[src/rtl/btn_evt_pkg.sv]
// Shared constants, defaults and round-robin pick helper for the button event arbiter.
package btn_evt_pkg;

   localparam int unsigned MAX_BTN    = 8;
   localparam int unsigned N_BTN_DEF  = 4;
   localparam int unsigned ID_W_DEF   = 2;
   localparam int unsigned DEPTH_DEF  = 4;
   localparam int unsigned DROP_W_DEF = 8;

   typedef enum logic [1:0] {
      EVT_SELECT  = 2'd0,
      EVT_CONFIRM = 2'd1,
      EVT_CANCEL  = 2'd2,
      EVT_COIN    = 2'd3
   } evt_id_e;

   typedef struct packed {
      logic       hit;
      logic [2:0] idx;
   } rr_pick_t;

   // First set bit of pend[n-1:0] searching upward from ptr, wrapping at n (ptr < n assumed).
   function automatic rr_pick_t rr_pick(input logic [MAX_BTN-1:0] pend,
                                        input logic [2:0] ptr,
                                        input int unsigned n);
      rr_pick_t    r;
      int unsigned j;
      r.hit = 1'b0;
      r.idx = '0;
      for (int unsigned k = 0; k < MAX_BTN; k++) begin
         if (k < n) begin
            j = 32'(ptr) + k;
            if (j >= n) j = j - n;
            if (!r.hit && pend[j[2:0]]) begin
               r.hit = 1'b1;
               r.idx = j[2:0];
            end
         end
      end
      return r;
   endfunction

endpackage

[src/rtl/btn_event_arbiter_fifo.sv]
// Synchronous event FIFO; pointers carry one extra wrap bit so full/empty fall out of comparison.
module evt_fifo
   import btn_evt_pkg::*;
#(
   parameter int unsigned W     = ID_W_DEF,
   parameter int unsigned DEPTH = DEPTH_DEF,
   localparam int unsigned AW   = $clog2(DEPTH)
) (
   input  logic          clk,
   input  logic          rst,
   input  logic          clr,
   input  logic          push,
   input  logic          pop,
   input  logic [W-1:0]  din,
   output logic [W-1:0]  dout,
   output logic          full,
   output logic          empty,
   output logic [AW:0]   count
);

   logic [W-1:0] mem [DEPTH];
   logic [AW:0]  wr_ptr;
   logic [AW:0]  rd_ptr;
   logic         do_push;
   logic         do_pop;

   always_comb begin
      empty   = (wr_ptr == rd_ptr);
      full    = (wr_ptr[AW] != rd_ptr[AW]) && (wr_ptr[AW-1:0] == rd_ptr[AW-1:0]);
      count   = wr_ptr - rd_ptr;
      do_push = push && !full;
      do_pop  = pop && !empty;
      dout    = mem[rd_ptr[AW-1:0]];
   end

   always_ff @(posedge clk) begin
      if (!rst || clr) begin
         wr_ptr <= '0;
         rd_ptr <= '0;
      end else begin
         if (do_push) wr_ptr <= wr_ptr + 1'b1;
         if (do_pop)  rd_ptr <= rd_ptr + 1'b1;
      end
   end

   always_ff @(posedge clk) begin
      if (rst && !clr && do_push) mem[wr_ptr[AW-1:0]] <= din;
   end

endmodule

[src/rtl/btn_event_arbiter.sv]
// Latches debounced button pulses as pending requests, grants them round-robin into an event FIFO.
module btn_event_arbiter
   import btn_evt_pkg::*;
#(
   parameter int unsigned N_BTN  = N_BTN_DEF,
   parameter int unsigned ID_W   = ID_W_DEF,
   parameter int unsigned DEPTH  = DEPTH_DEF,
   parameter int unsigned DROP_W = DROP_W_DEF
) (
   input  logic              clk,
   input  logic              rst,
   input  logic              en,
   input  logic              flush,
   input  logic [N_BTN-1:0]  btn_pulse,
   output logic              evt_valid,
   output logic [ID_W-1:0]   evt_id,
   input  logic              evt_ready,
   output logic [N_BTN-1:0]  pend,
   output logic [DROP_W-1:0] drop_cnt,
   output logic              overflow
);

   localparam int unsigned AW = $clog2(DEPTH);

   logic [ID_W-1:0]    rr_ptr;
   logic [ID_W-1:0]    rr_next;
   logic [MAX_BTN-1:0] pend_ext;
   rr_pick_t           pick;
   logic               grant;
   logic [N_BTN-1:0]   pend_n;
   logic [N_BTN-1:0]   drops;
   int unsigned        n_drop;
   logic [DROP_W+3:0]  drop_sum;
   logic [DROP_W-1:0]  drop_next;

   logic [ID_W-1:0]    fifo_dout;
   logic               fifo_full;
   logic               fifo_empty;
   logic [AW:0]        fifo_count;

   evt_fifo #(
      .W     (ID_W),
      .DEPTH (DEPTH)
   ) u_fifo (
      .clk   (clk),
      .rst   (rst),
      .clr   (flush),
      .push  (grant),
      .pop   (evt_ready),
      .din   (ID_W'(pick.idx)),
      .dout  (fifo_dout),
      .full  (fifo_full),
      .empty (fifo_empty),
      .count (fifo_count)
   );

   assign evt_valid = (fifo_count != '0);
   assign evt_id    = fifo_empty ? '0 : fifo_dout;

   always_comb begin
      pend_ext             = '0;
      pend_ext[N_BTN-1:0]  = pend;
      pick                 = rr_pick(pend_ext, 3'(rr_ptr), N_BTN);
      grant                = pick.hit && !fifo_full;
      rr_next              = (pick.idx == 3'(N_BTN - 1)) ? '0 : ID_W'(pick.idx + 3'd1);
   end

   // A pulse on the bit being granted this cycle re-arms it rather than counting as a drop.
   always_comb begin
      pend_n = pend;
      drops  = '0;
      n_drop = 0;
      for (int unsigned i = 0; i < N_BTN; i++) begin
         if (grant && (pick.idx == 3'(i))) pend_n[i] = 1'b0;
         if (en && btn_pulse[i]) begin
            if (pend[i] && !(grant && (pick.idx == 3'(i)))) begin
               drops[i] = 1'b1;
               n_drop   = n_drop + 1;
            end
            pend_n[i] = 1'b1;
         end
      end
      drop_sum  = {4'b0000, drop_cnt} + (DROP_W + 4)'(n_drop);
      drop_next = (drop_sum[DROP_W+3:DROP_W] != '0) ? '1 : drop_sum[DROP_W-1:0];
   end

   always_ff @(posedge clk) begin
      if (!rst) begin
         pend     <= '0;
         rr_ptr   <= '0;
         drop_cnt <= '0;
         overflow <= 1'b0;
      end else if (flush) begin
         pend     <= '0;
         rr_ptr   <= '0;
         overflow <= 1'b0;
      end else begin
         pend     <= pend_n;
         drop_cnt <= drop_next;
         if (grant)  rr_ptr   <= rr_next;
         if (|drops) overflow <= 1'b1;
      end
   end

endmodule

[config.mk]
export PLATFORM = sky130hd
export DESIGN_NAME = btn_event_arbiter
export DESIGN_NICKNAME = d
export VERILOG_FILES = /design/src/rtl/btn_evt_pkg.sv /design/src/rtl/btn_event_arbiter_fifo.sv /design/src/rtl/btn_event_arbiter.sv
export SDC_FILE = /design/constraint.sdc
export NUM_CORES = 1
export LEC_CHECK = 0
export BUFFER_PORTS_ARGS = -buffer_cell sky130_fd_sc_hd__buf_2
export CELL_PAD_IN_SITES_DETAIL_PLACEMENT = 1
export CELL_PAD_IN_SITES_GLOBAL_PLACEMENT = 2
export CORE_ASPECT_RATIO = 0.8
export CORE_UTILIZATION = 37
export CTS_CLUSTER_DIAMETER = 200
export DETAILED_ROUTE_END_ITERATION = 7
export GPL_ROUTABILITY_DRIVEN = 0
export PLACE_DENSITY_LB_ADDON = 0.05
export SLEW_MARGIN = 15
export SYNTH_ARGS = -nofsm -noshare
export SYNTH_HDL_FRONTEND = slang
export SYNTH_SLANG_ARGS = --single-unit
[constraint.sdc]
create_clock -name clk -period 7.4 [get_ports clk]
set_input_delay 0.74 -clock clk [delete_from_list [all_inputs] [get_ports clk]]
set_output_delay 0.74 -clock clk [all_outputs]
set_load 0.03 [all_outputs]
==> flow_metrics.py <==
metrics = {
    "synthesis": {
        "synth_top_cell_area_share": 0.208,
        "synth_top_family_by_area": "simple AND/OR/NAND/NOR gates",
        "async_flop_share": 0,
        "syn_inst": 234,
        "synth_edf_count": 8,
        "ys.flop_type": "dfxtp_1",
        "synth_xor_area_frac": 0.0476,
        "synth.avg_cell_area_um2": 9.44,
        "yosysSeqAreaShare": 0.317,
        "ys_top_cells_by_area": "dfxtp_1 21%, ha_1 13%, edfxtp_1 11%",
        "synth_commonest_cells": "23 x dfxtp_1, 23 x ha_1, 19 x inv_1",
        "ys_warn_count": 0,
        "synth_compound_area_frac": 0.162,
        "synth_top_cell_by_area": "dfxtp_1",
        "synth-seq-cells": 31,
        "synth_simple_gate_area_share": 0.171,
        "muxShareOfSynthArea": 0.110,
        "syn_nets": 267,
        "synth_fa_ha_area_frac": 0.139,
        "synth_cell_types": 51,
        "syn-cell-area_um2": 2210,
    },
    "die": {
        "dieWidth_um": 88.4,
        "die_y_um": 71.1,
        "initial_utilization": 0.395,
        "rows": 24,
        "die_area_um2": 6280,
        "io_pins": 25,
        "coreArea_um2": 5590,
    },
    "cts": {
        "tritoncts": "done",
        "htree_num_levels": 2,
        "cts_max_path_buffers": 2,
        "clkLatencyLatePin_ns": 0.29,
        "holdBufCountCts": 0,
        "cts_resized": 0,
        "cts-root-buf": "clkbuf_8",
        "path_clk_slew_ns": 0.08,
        "post_cts_buffers": 0,
        "numClockSinks": 31,
        "cts_made_buffers": 5,
    },
    "sta": {
        "skew_ns": 0.0145,
        "hold_viol": 0,
        "fmax_mhz": 152,
        "rsz0062_at_grt": "no",
        "slew_headroom": 0.585,
        "fin_crit_ns": 6.56,
        "worst_pin_slew_ns": 0.605,
        "tns_ns": 0,
        "drv_slew": 0,
        "holdWs_ns": 0.521,
        "setup_viol": 0,
        "fin_crit_sh": 0.886,
    },
    "flow_run": {
        "cap_violations": 0,
    },
    "power": {
        "power.leakage_uw": 0.00106,
        "p_per_area_nw_per_um2": 155,
        "power.total_uw": 382,
        "vdd.ir_drop.worst_mv": 0.105,
    },
    "setup_path": {
        "start_kind": "flip-flop",
        "critical_path_arrival_ns": 6.74,
        "crit_top_cell": "ha_1",
        "slowest_delay_ns": 0.65,
        "crit_path_top_delay_cell": "dfxtp_1",
        "endpoint_kind": "flip-flop",
        "worstPathRequired_ns": 7.58,
        "critPathKind": "reg -> reg",
        "crit_fanout": 13,
    },
    "global_routing": {
        "grt_max_degree": 22,
        "grt_overflow_total": 0,
        "grt_usage": 0.177,
        "grt_pass1_vias": 1759,
        "antenna_found_initial": 0,
        "grt_pass1_wl_um": 8560,
    },
    "final_layout": {
        "area_delta_synth_final_pct": 11.8,
        "fin_area_um2": 2470,
        "diodes": 0,
        "drive_gt1_frac": 0.191,
        "fin_util": 0.442,
        "fin_nets": 289,
    },
    "routing": {
        "routed_wl_um": 4930,
        "post_drt_wl_per_cell_um": 14.7,
        "first_iter_violations": 53,
        "viasPerCell": 5.14,
        "drc": 0,
        "vias": 1721,
        "ant_nets": 0,
        "dr.pass1.iters": 4,
    },
    "placement": {
        "post_dp_cell_area_um2": 2380,
        "hpwlAfterDp_um": 3800,
        "portBuffers": 24,
    },
    "hold_path": {
        "worstHoldPathType": "reg -> reg",
    },
    "outcome": {
        "outcome": "complete, no violations",
    },
}
-- metrics by stage --
stage               setup WS [ns]  cells
floorplan                    1.65    234
global placement            0.969    327
detailed placement          0.768    327
CTS                         0.759    335
global route               0.0568    335
finish                      0.842    335
-- layout by cell type, fill, tap and decap left out, types with 2 or more instances in the layout --
cell type | synthesis | routed
ha_1 | 23 | 23
a21oi_1 | 12 | 12
mux2i_1 | 6 | 6
and3_1 | 6 | 6
mux2_2 | 5 | 5
xor2_1 | 6 | 6
mux4_2 | 5 | 5
a31oi_1 | 5 | 5
a22oi_1 | 3 | 3
a21boi_0 | 2 | 2
xnor2_1 | 6 | 6
a221oi_1 | 3 | 3
nand2_1 | 14 | 14
clkbuf_8 | 0 | 5
nor2_1 | 16 | 16
o21a_1 | 2 | 2
buf_2 | 2 | 24
and2_1 | 5 | 5
o21ai_0 | 7 | 7
dfxtp_1 | 23 | 23
a211oi_1 | 3 | 3
nor3_1 | 3 | 3
inv_1 | 19 | 19
edfxtp_1 | 8 | 8
nand3_1 | 14 | 14
nor2b_1 | 7 | 7
clkinvlp_4 | 0 | 2
-- registers in the layout, indices dropped and copies added (netlist names), named ones only --
name and cells:
u_fifo.mem 8, rr_ptr 2, overflow 1, pend 4
drop_cnt 8, u_fifo.wr_ptr 3, u_fifo.rd_ptr 3
-- critical path: cells and delay by family, from the launching register on --
family | cells | cell delay, ns
simple gates | 6 | 0.69
mux | 4 | 1.22
buf+inv | 4 | 0.44
flops | 1 | 0.65
fa+ha+maj | 6 | 1.86
compound gates | 8 | 1.62
-- cell type report --
type	instances	area (um^2)
multi-input cells	175	1390
well taps	78	97.6
clock inverters	3	20.0
clock buffers	5	68.8
flip-flops and latches	31	701
inverters	19	71.3
fillers	677	3120
repair buffers	24	120
-- power by group --
| part | internal, uW | leakage [uW] | switching [uW] |
|---|---|---|---|
| Sequential | 178 | 0.000259 | 5.66 |
| Combinational | 24.8 | 0.000762 | 41.4 |
| Clock | 65.4 | 0.0000402 | 66.4 |
-- cells by family after synthesis --
| logic type | after synthesis |
|---|---|
| buffers and inverters | 28 |
| DFF | 31 |
| AOI/OAI and AO/OA | 49 |
| adders and majority gates | 24 |
| and+or+nand+nor | 73 |
| muxes | 17 |
| xor gates and xnor gates | 12 |
-- final timing paths --
kind / from / end / slack, ns / cells after the start
hold reg to reg: u_fifo.rd_ptr[1]$_SDFFE_PP0P_ / u_fifo.rd_ptr[1]$_SDFFE_PP0P_ / 0.52 / 2
hold / removal: u_fifo.rd_ptr[1]$_SDFFE_PP0P_ / u_fifo.rd_ptr[1]$_SDFFE_PP0P_ / 0.52 / 2
setup / recovery: rr_ptr[0]$_SDFFE_PP0P_ / drop_cnt[7]$_SDFFE_PN0N_ / 0.84 / 28
setup reg to reg: rr_ptr[0]$_SDFFE_PP0P_ / drop_cnt[7]$_SDFFE_PN0N_ / 0.84 / 28
-- per-layer routing --
layer	wire length, um	vias up	track usage
li1	-	879	-
met1	2700	813	0.260
met2	2060	24	0.269
met3	145	5	0.0385
met4	34	0	0.0323
met5	0	-	0
No activity file was read; power rests on OpenSTA's default activity.
